===== config.mk =====
export PLATFORM = sky130hd
export DESIGN_NAME = uart_ro_arbiter
export DESIGN_NICKNAME = d
export VERILOG_FILES = /design/src/rtl/uart_ro_pkg.sv /design/src/rtl/uart_ro_arbiter_rr_pick2.sv /design/src/rtl/uart_ro_arbiter.sv
export SDC_FILE = /design/constraint.sdc
export NUM_CORES = 1
export LEC_CHECK = 0
export ABC_AREA = 1
export ABC_CLOCK_PERIOD_IN_PS = 3600
export CORE_UTILIZATION = 54
export CTS_CLUSTER_SIZE = 30
export DETAILED_ROUTE_END_ITERATION = 7
export PLACE_DENSITY = 0.86
export SKIP_CTS_REPAIR_TIMING = 1
export SYNTH_ARGS = -nofsm -noshare
export SYNTH_HDL_FRONTEND = slang
export SYNTH_SLANG_ARGS = --single-unit

===== constraint.sdc =====
create_clock -name clk -period 3.6 [get_ports clk]
set_input_delay 0.72 -clock clk [delete_from_list [all_inputs] [get_ports clk]]
set_output_delay 0.72 -clock clk [all_outputs]
set_load 0.05 [all_outputs]

===== src/rtl/uart_ro_pkg.sv =====
// Shared types and constants for the two-channel UART readout scheduler.
package uart_ro_pkg;

   localparam int unsigned DATA_W = 14;
   localparam int unsigned CNT_W  = 6;
   localparam int unsigned FCNT_W = 16;

   localparam logic [7:0] HDR_BYTE_DEF = 8'hA5;
   localparam logic [1:0] TRAIL_PFX    = 2'b11;
   localparam logic [1:0] HI_PFX       = 2'b00;

   typedef enum logic [2:0] {
      ST_IDLE,
      ST_HDR,
      ST_CHID,
      ST_RDREQ,
      ST_WAITQ,
      ST_HI,
      ST_LO,
      ST_TRAIL
   } state_t;

   // Trailer carries the sample count under a prefix no hi byte can have.
   function automatic logic [7:0] trailer_byte(input logic [CNT_W-1:0] n);
      return {TRAIL_PFX, n};
   endfunction

endpackage


===== src/rtl/uart_ro_arbiter_rr_pick2.sv =====
// Two-way round-robin chooser: on contention the channel not served last wins.
module rr_pick2 (
   input  logic [1:0] i_req,
   input  logic       i_last,
   output logic       o_grant_c,
   output logic       o_valid_c
);

   assign o_valid_c = |i_req;
   assign o_grant_c = (&i_req) ? ~i_last : i_req[1];

endmodule


===== src/rtl/uart_ro_arbiter.sv =====
// Drains two ADC FIFOs in bounded bursts and frames each word as two bytes
// for the shared UART transmitter, alternating channels round-robin.
module uart_ro_arbiter
   import uart_ro_pkg::*;
#(
   parameter int unsigned BURST_LEN = 16,
   parameter logic [7:0]  HDR_BYTE  = HDR_BYTE_DEF
) (
   input  logic              clk,
   input  logic              rst_n,
   input  logic [DATA_W-1:0] fifo0_q,
   input  logic              fifo0_empty,
   output logic              fifo0_rdreq,
   input  logic [DATA_W-1:0] fifo1_q,
   input  logic              fifo1_empty,
   output logic              fifo1_rdreq,
   output logic [7:0]        tx_data,
   output logic              tx_valid,
   input  logic              tx_done,
   output logic              busy,
   output logic              cur_ch,
   output logic [FCNT_W-1:0] frame_cnt
);

   state_t              r_state;
   logic [7:0]          r_tx_data;
   logic                r_tx_valid;
   logic                r_busy;
   logic                r_cur_ch;
   logic [FCNT_W-1:0]   r_frame_cnt;
   logic [1:0]          r_rdreq;
   logic [CNT_W-1:0]    r_n;
   logic [7:0]          r_lo_byte;

   logic [1:0]          w_req;
   logic                w_grant;
   logic                w_valid;
   logic [DATA_W-1:0]   w_q;
   logic                w_cur_empty;
   logic                w_burst_full;

   assign w_req        = {~fifo1_empty, ~fifo0_empty};
   assign w_q          = r_cur_ch ? fifo1_q : fifo0_q;
   assign w_cur_empty  = r_cur_ch ? fifo1_empty : fifo0_empty;
   assign w_burst_full = (r_n == CNT_W'(BURST_LEN));

   rr_pick2 u_pick (
      .i_req     (w_req),
      .i_last    (r_cur_ch),
      .o_grant_c (w_grant),
      .o_valid_c (w_valid)
   );

   // Frame sequencer; every output is loaded one cycle ahead of its state.
   always_ff @(posedge clk or negedge rst_n) begin
      if (!rst_n) begin
         r_state     <= ST_IDLE;
         r_tx_data   <= '0;
         r_tx_valid  <= 1'b0;
         r_busy      <= 1'b0;
         r_cur_ch    <= 1'b1;
         r_frame_cnt <= '0;
         r_rdreq     <= 2'b00;
         r_n         <= '0;
         r_lo_byte   <= '0;
      end else begin
         r_rdreq <= 2'b00;
         unique case (r_state)
            ST_IDLE: begin
               if (w_valid) begin
                  r_cur_ch   <= w_grant;
                  r_n        <= '0;
                  r_busy     <= 1'b1;
                  r_tx_data  <= HDR_BYTE;
                  r_tx_valid <= 1'b1;
                  r_state    <= ST_HDR;
               end
            end
            ST_HDR: begin
               if (tx_done) begin
                  r_tx_data <= {7'b0, r_cur_ch};
                  r_state   <= ST_CHID;
               end
            end
            ST_CHID: begin
               if (tx_done) begin
                  r_tx_valid        <= 1'b0;
                  r_rdreq[r_cur_ch] <= 1'b1;
                  r_state           <= ST_RDREQ;
               end
            end
            ST_RDREQ: begin
               r_state <= ST_WAITQ;
            end
            ST_WAITQ: begin
               r_lo_byte  <= w_q[7:0];
               r_n        <= r_n + CNT_W'(1);
               r_tx_data  <= {HI_PFX, w_q[DATA_W-1:8]};
               r_tx_valid <= 1'b1;
               r_state    <= ST_HI;
            end
            ST_HI: begin
               if (tx_done) begin
                  r_tx_data <= r_lo_byte;
                  r_state   <= ST_LO;
               end
            end
            ST_LO: begin
               if (tx_done) begin
                  // Empty is sampled here, after the previous read has landed.
                  if (w_burst_full || w_cur_empty) begin
                     r_tx_data <= trailer_byte(r_n);
                     r_state   <= ST_TRAIL;
                  end else begin
                     r_tx_valid        <= 1'b0;
                     r_rdreq[r_cur_ch] <= 1'b1;
                     r_state           <= ST_RDREQ;
                  end
               end
            end
            ST_TRAIL: begin
               if (tx_done) begin
                  r_tx_valid  <= 1'b0;
                  r_busy      <= 1'b0;
                  r_frame_cnt <= r_frame_cnt + FCNT_W'(1);
                  r_state     <= ST_IDLE;
               end
            end
            default: r_state <= ST_IDLE;
         endcase
      end
   end

   assign fifo0_rdreq = r_rdreq[0];
   assign fifo1_rdreq = r_rdreq[1];
   assign tx_data     = r_tx_data;
   assign tx_valid    = r_tx_valid;
   assign busy        = r_busy;
   assign cur_ch      = r_cur_ch;
   assign frame_cnt   = r_frame_cnt;

endmodule


* Word level (Yosys, flattened, before mapping)
Cells that the tools add are included.
Storage, ports and cells: register bits 46, input port bits 33, output and inout port bits 29, logic and storage cells 81
Cells by class: add/sub/neg operators 2, order comparisons 2, eq/ne operators 17, muxes and demuxes 31, bitwise logic cells 3, reduce and logical (&&, ||, !) cells 17
Operators by type and width (number):
- $mux W8 | 5
- $pmux W8 S5 | 1
- $pmux W3 S8 | 1
- $mux W3 | 7
- $add A16 B1 Y16 const B | 1
- $mux W14 | 1
- $ne A2 B2 Y1 const B | 7
- $eq A3 B3 Y1 const B | 4
- $pmux W6 S2 | 1
- $reduce_and A6 Y1 | 2
- $reduce_and A2 Y1 | 4
- $mux W1 | 7
- $add A6 B1 Y6 const B | 1
- $eq A3 B2 Y1 const B | 2
- $eq A6 B5 Y1 const B | 1
- $mux W2 | 3
- $mux W6 | 1
- $reduce_and A5 Y1 | 1
- $reduce_bool A5 Y1 | 1
- $ne A2 B1 Y1 const B | 2
- $pmux W1 S4 | 1
- $pmux W2 S2 | 1
- $reduce_bool A2 Y1 | 2
- $reduce_bool A4 Y1 | 1
- 11 further kinds | 14

* Depth between registers and ports, before layout
depth after elaboration 7, gate-level depth with buffers 11, mapped depth without buffers 11

* Hierarchy
A second synthesis with hierarchy kept.
Second synthesis, totals: cell total of the unflattened synthesis 360, area total of the unflattened synthesis 2615.0 µm²
Modules (own cells, without submodules):
- uart_ro_arbiter | instances 1, cells each 357, area an instance 2600.0 µm², seq. area each 1152.4 µm²
- rr_pick2 | instances 1, cells each 3, area an instance 15.0 µm², seq. area each 0.0 µm²

* Least setup slack after synthesis
OpenSTA, ideal clock, no wires.
kind register to register, start register r_frame_cnt[0], in the netlist frame_cnt[0], end register r_frame_cnt[12], in the netlist frame_cnt[12], arrival 1459 ps, required time 3473 ps, slack 2014 ps, stages on the path, launching flop included 9, buffers on the path 0, clock period less this slack 1586 ps, path through dfrtp_1 > ha_1 > inv_1 > nor2_1 > nand3_1 > nand2_1 > nand2_1 > nand2_1 > o21ai_0
On the way: word-level cells in the longest chain between the ends 1
Ends and longest elaborated chain:
- start, declared | line uart_ro_arbiter.sv:30 | logic [FCNT_W-1:0] r_frame_cnt;
- start signal, assigned | line uart_ro_arbiter.sv:125 | r_frame_cnt <= r_frame_cnt + FCNT_W'(1);
- $add A16 B1 Y16 | line uart_ro_arbiter.sv:125
No other way between the ends. A chain may end at the register's enable or synchronous reset.

* Worst setup path in the final report
start register r_cur_ch, in the netlist cur_ch, end output cur_ch
RTL lines:
- start, declared | line uart_ro_arbiter.sv:29 | logic r_cur_ch;
- start signal, assigned | line uart_ro_arbiter.sv:71 | r_cur_ch <= w_grant;
- end, declared | line uart_ro_arbiter.sv:21 | output logic cur_ch,
No word-level cell between the ends.

==> summary.md <==
| Metric | Value |
|---|---|
| Via density | `5.09` |
| Routability Congestion | `0.848` |
| Max Fclk | `roughly 0.38 GHz` |
| Worst rel slew slack | `0.333` |
| Die Ht | `between 70 and 80 um` |
| Endpoints failing setup | `0` |
| CP top delay family | `buffers and inverters` |
| CTS tree | `built` |
| Average cell area after synthesis | `7.25 sq um` |
| Routed length per placed instance | `11.8 um` |
| Worst-path cell chain | `clkdlybuf4s50_1` |
| CTS Buffer Depth | `2` |
| Antenna cells | `0` |
| Die area | `5170 sq um` |
| Share of layout cells above drive strength 1 | `0.0590` |
| Cell variety after synth | `28` |
| Post-Route WL | `approximately 5800 um` |
| Final Hold Vio Count | `0` |
| Storage cell area | `roughly 1200 sq um` |
| First-pass GRT wire length | `9550 um` |
| CTS Buf Count | `5` |
| Cell Pwr Density | `727 nW/um^2` |
| Die width | `approximately 72 um` |
| Post-Syn Area | `2640 sq um` |
| # port buffers | `61` |
| Crit-path slowest cell | `clkdlybuf4s50_1` |
| Setup Total Neg Slack | `0 ps` |
| CP max FO | `22` |
| Largest net degree at the start of global routing | `47` |
| Overall routing resource usage | `0.238` |
| Initial antenna violation count | `0` |
| Clock root cell | `clkbuf_8` |
| Area of the multi-input gates | `1260 sq um` |
| Max IR drop VDD | `0.000361 V` |
| Vias in the first global route | `2246` |
| Layout Skew | `between 8 and 9 ps` |
| Initial Util | `0.558` |
| Setup crit start kind | `flip-flop` |
| Clk slew on worst S/H paths | `approximately 90 ps` |
| Hold/Removal Path Class | `reg2reg` |
| Max Cap Viol | `0` |
| Mapped Nets | `400` |
| Tcrit/Tclk final | `0.737` |
| Worst EP arrival | `1930 ps` |
| DRC | `0` |
| Iter 0 DRT Violations | `132` |
| CP max stage delay | `around 870 ps` |
| Htree depth | `2` |
| CTS sink cnt | `46` |
| Sequential area share after synthesis | `0.437` |
| Flops & latches, synth | `46` |
| Routed vias | `approximately 2500` |
| Buf+Inv Stages, Crit Path | `1` |
| Cells after Synth | `364` |
| Tmin final | `2650 ps` |
| Grt ovf | `0` |
| IO Pins | `slightly above 60` |
| Area Overhead vs Synth | `27.2%` |
| Worst skew pair latency | `around 300 ps` |
| RSZ-0062 raised after global routing | `false` |
| Final Total Pwr | `2440 uW` |
| Syn. warnings | `0` |
| Final net count | `459` |
| Dpl hpwl | `4440 um` |
| Status | `completed` |
| Routed Antenna Nets | `0` |
| Most frequent cells in the layout | `nand2_1 (145), clkdlybuf4s50_1 (60), dfrtp_1 (45), nor2_1 (43), inv_1 (37)` |
| Core ar. | `4720 sq um` |
| Filler instances | `392` |
| Most common cell after layout, fill and taps aside | `nand2_1` |
| Pins Over Slew Limit | `0` |
| Critical path type | `reg2out` |
| DR pass1 iterations | `4` |
| Crit. End Element | `output port` |
| Critical Path RT | `~2900 ps` |
| Rows | `25` |
| Least-Margin Pin Slew | `1000 ps` |
| P_leak | `0.00163 uW` |
synth_stat cells:
library cell | count | area share
nand2_1 | 145 | 0.21
dfrtp_1 | 45 | 0.43
nor2_1 | 43 | 0.061
inv_1 | 37 | 0.053
nand3_1 | 27 | 0.051
a31oi_1 | 8 | 0.019
o21ai_0 | 7 | 0.013
buf_6 | 5 | 0.021
nand4_1 | 5 | 0.012
xor2_1 | 5 | 0.017
nor2_4 | 4 | 0.017
o21ai_1 | 4 | 0.0076
xnor2_1 | 4 | 0.013
ha_1 | 3 | 0.014
nand2_2 | 3 | 0.0071
nor2_2 | 3 | 0.0071
buf_4 | 2 | 0.0057
inv_2 | 2 | 0.0028
nand3b_1 | 2 | 0.0057
o31ai_1 | 2 | 0.0057
buf_2 | 1 | 0.0019
clkbuf_1 | 1 | 0.0014
dfstp_2 | 1 | 0.010
nand2_4 | 1 | 0.0043
nand3_4 | 1 | 0.0066
nand4_2 | 1 | 0.0047
nor3_1 | 1 | 0.0019
o22ai_1 | 1 | 0.0024
registers in the layout, summed over array words and instances, names as in the netlist:
signal     flops
r_state        3
r_lo_byte      8
frame_cnt     16
cur_ch         1
r_rdreq        2
tx_valid       1
tx_data        8
busy           1
r_n            6
cells by family after synthesis:
kind of cell | count (synthesis) | share of synthesized area
compound gates | 22 | 0.0479
fa+ha+maj | 3 | 0.0142
buf+inv | 48 | 0.0859
flops | 46 | 0.437
simple gates | 236 | 0.385
xor+xnor | 9 | 0.0299
layer usage:
layer	up-vias	track usage	routed length (um)
li1	1251	-	-
met5	-	0	0
met4	0	0.0980	111
met2	110	0.423	2940
met1	1125	0.285	2420
met3	15	0.0394	328
metrics by stage:
| step | setup slack [ps] | utilization | hold WS [ps] | std cells | instance area [sq um] |
|---|---|---|---|---|---|
| after floorplan | 2010 | - | 424 | 364 | 2640 |
| after global placement | 1280 | 0.687 | 458 | 483 | 3250 |
| after detailed placement | 1270 | 0.687 | 462 | 483 | 3250 |
| after CTS | 940 | 0.710 | 483 | 491 | 3360 |
| after global routing | 913 | 0.710 | 509 | 491 | 3360 |
| final | 946 | 0.710 | 483 | 491 | 3360 |
where the power goes:
group,switching [uW],internal (uW)
Combinational,787,405
Sequential,190,675
Clock,179,205
Total,1160,1280
area by class of cell:
cell class,instances,share of cell area
Clock buffer,5,0.0205
Multi-Input combinational cell,270,0.375
Sequential cell,46,0.343
Timing Repair Buffer,61,0.180
Inverter,39,0.0436
Clock inverter,3,0.0119
Tap cell,67,0.0250
worst reg2reg max path, stage by stage, from the launching register on:
cell	delay (ps)
dfstp_2	760
inv_1	320
nand2_1	120
nand2_1	70
nand2_1	60
nand2_1	50
inv_1	40
nand2_1	40
nand3_1	60
nand2_1	50
final timing paths:
kind | startpoint | end | slack, ps | depth (start not counted)
max reg2reg | cur_ch$_DFFE_PN1P_ | tx_data[0]$_DFFE_PN0P_ | 1920 | 9
min in group asynchronous | rst_n | frame_cnt[6]$_DFFE_PN0P_ | 580 | 1
max in group asynchronous | rst_n | r_lo_byte[1]$_DFFE_PN0P_ | 2410 | 1
max | cur_ch$_DFFE_PN1P_ | cur_ch | 950 | 1
min reg2reg | tx_data[3]$_DFFE_PN0P_ | tx_data[3]$_DFFE_PN0P_ | 480 | 2
min | tx_data[3]$_DFFE_PN0P_ | tx_data[3]$_DFFE_PN0P_ | 480 | 2
No activity file was read; power rests on OpenSTA's default activity.
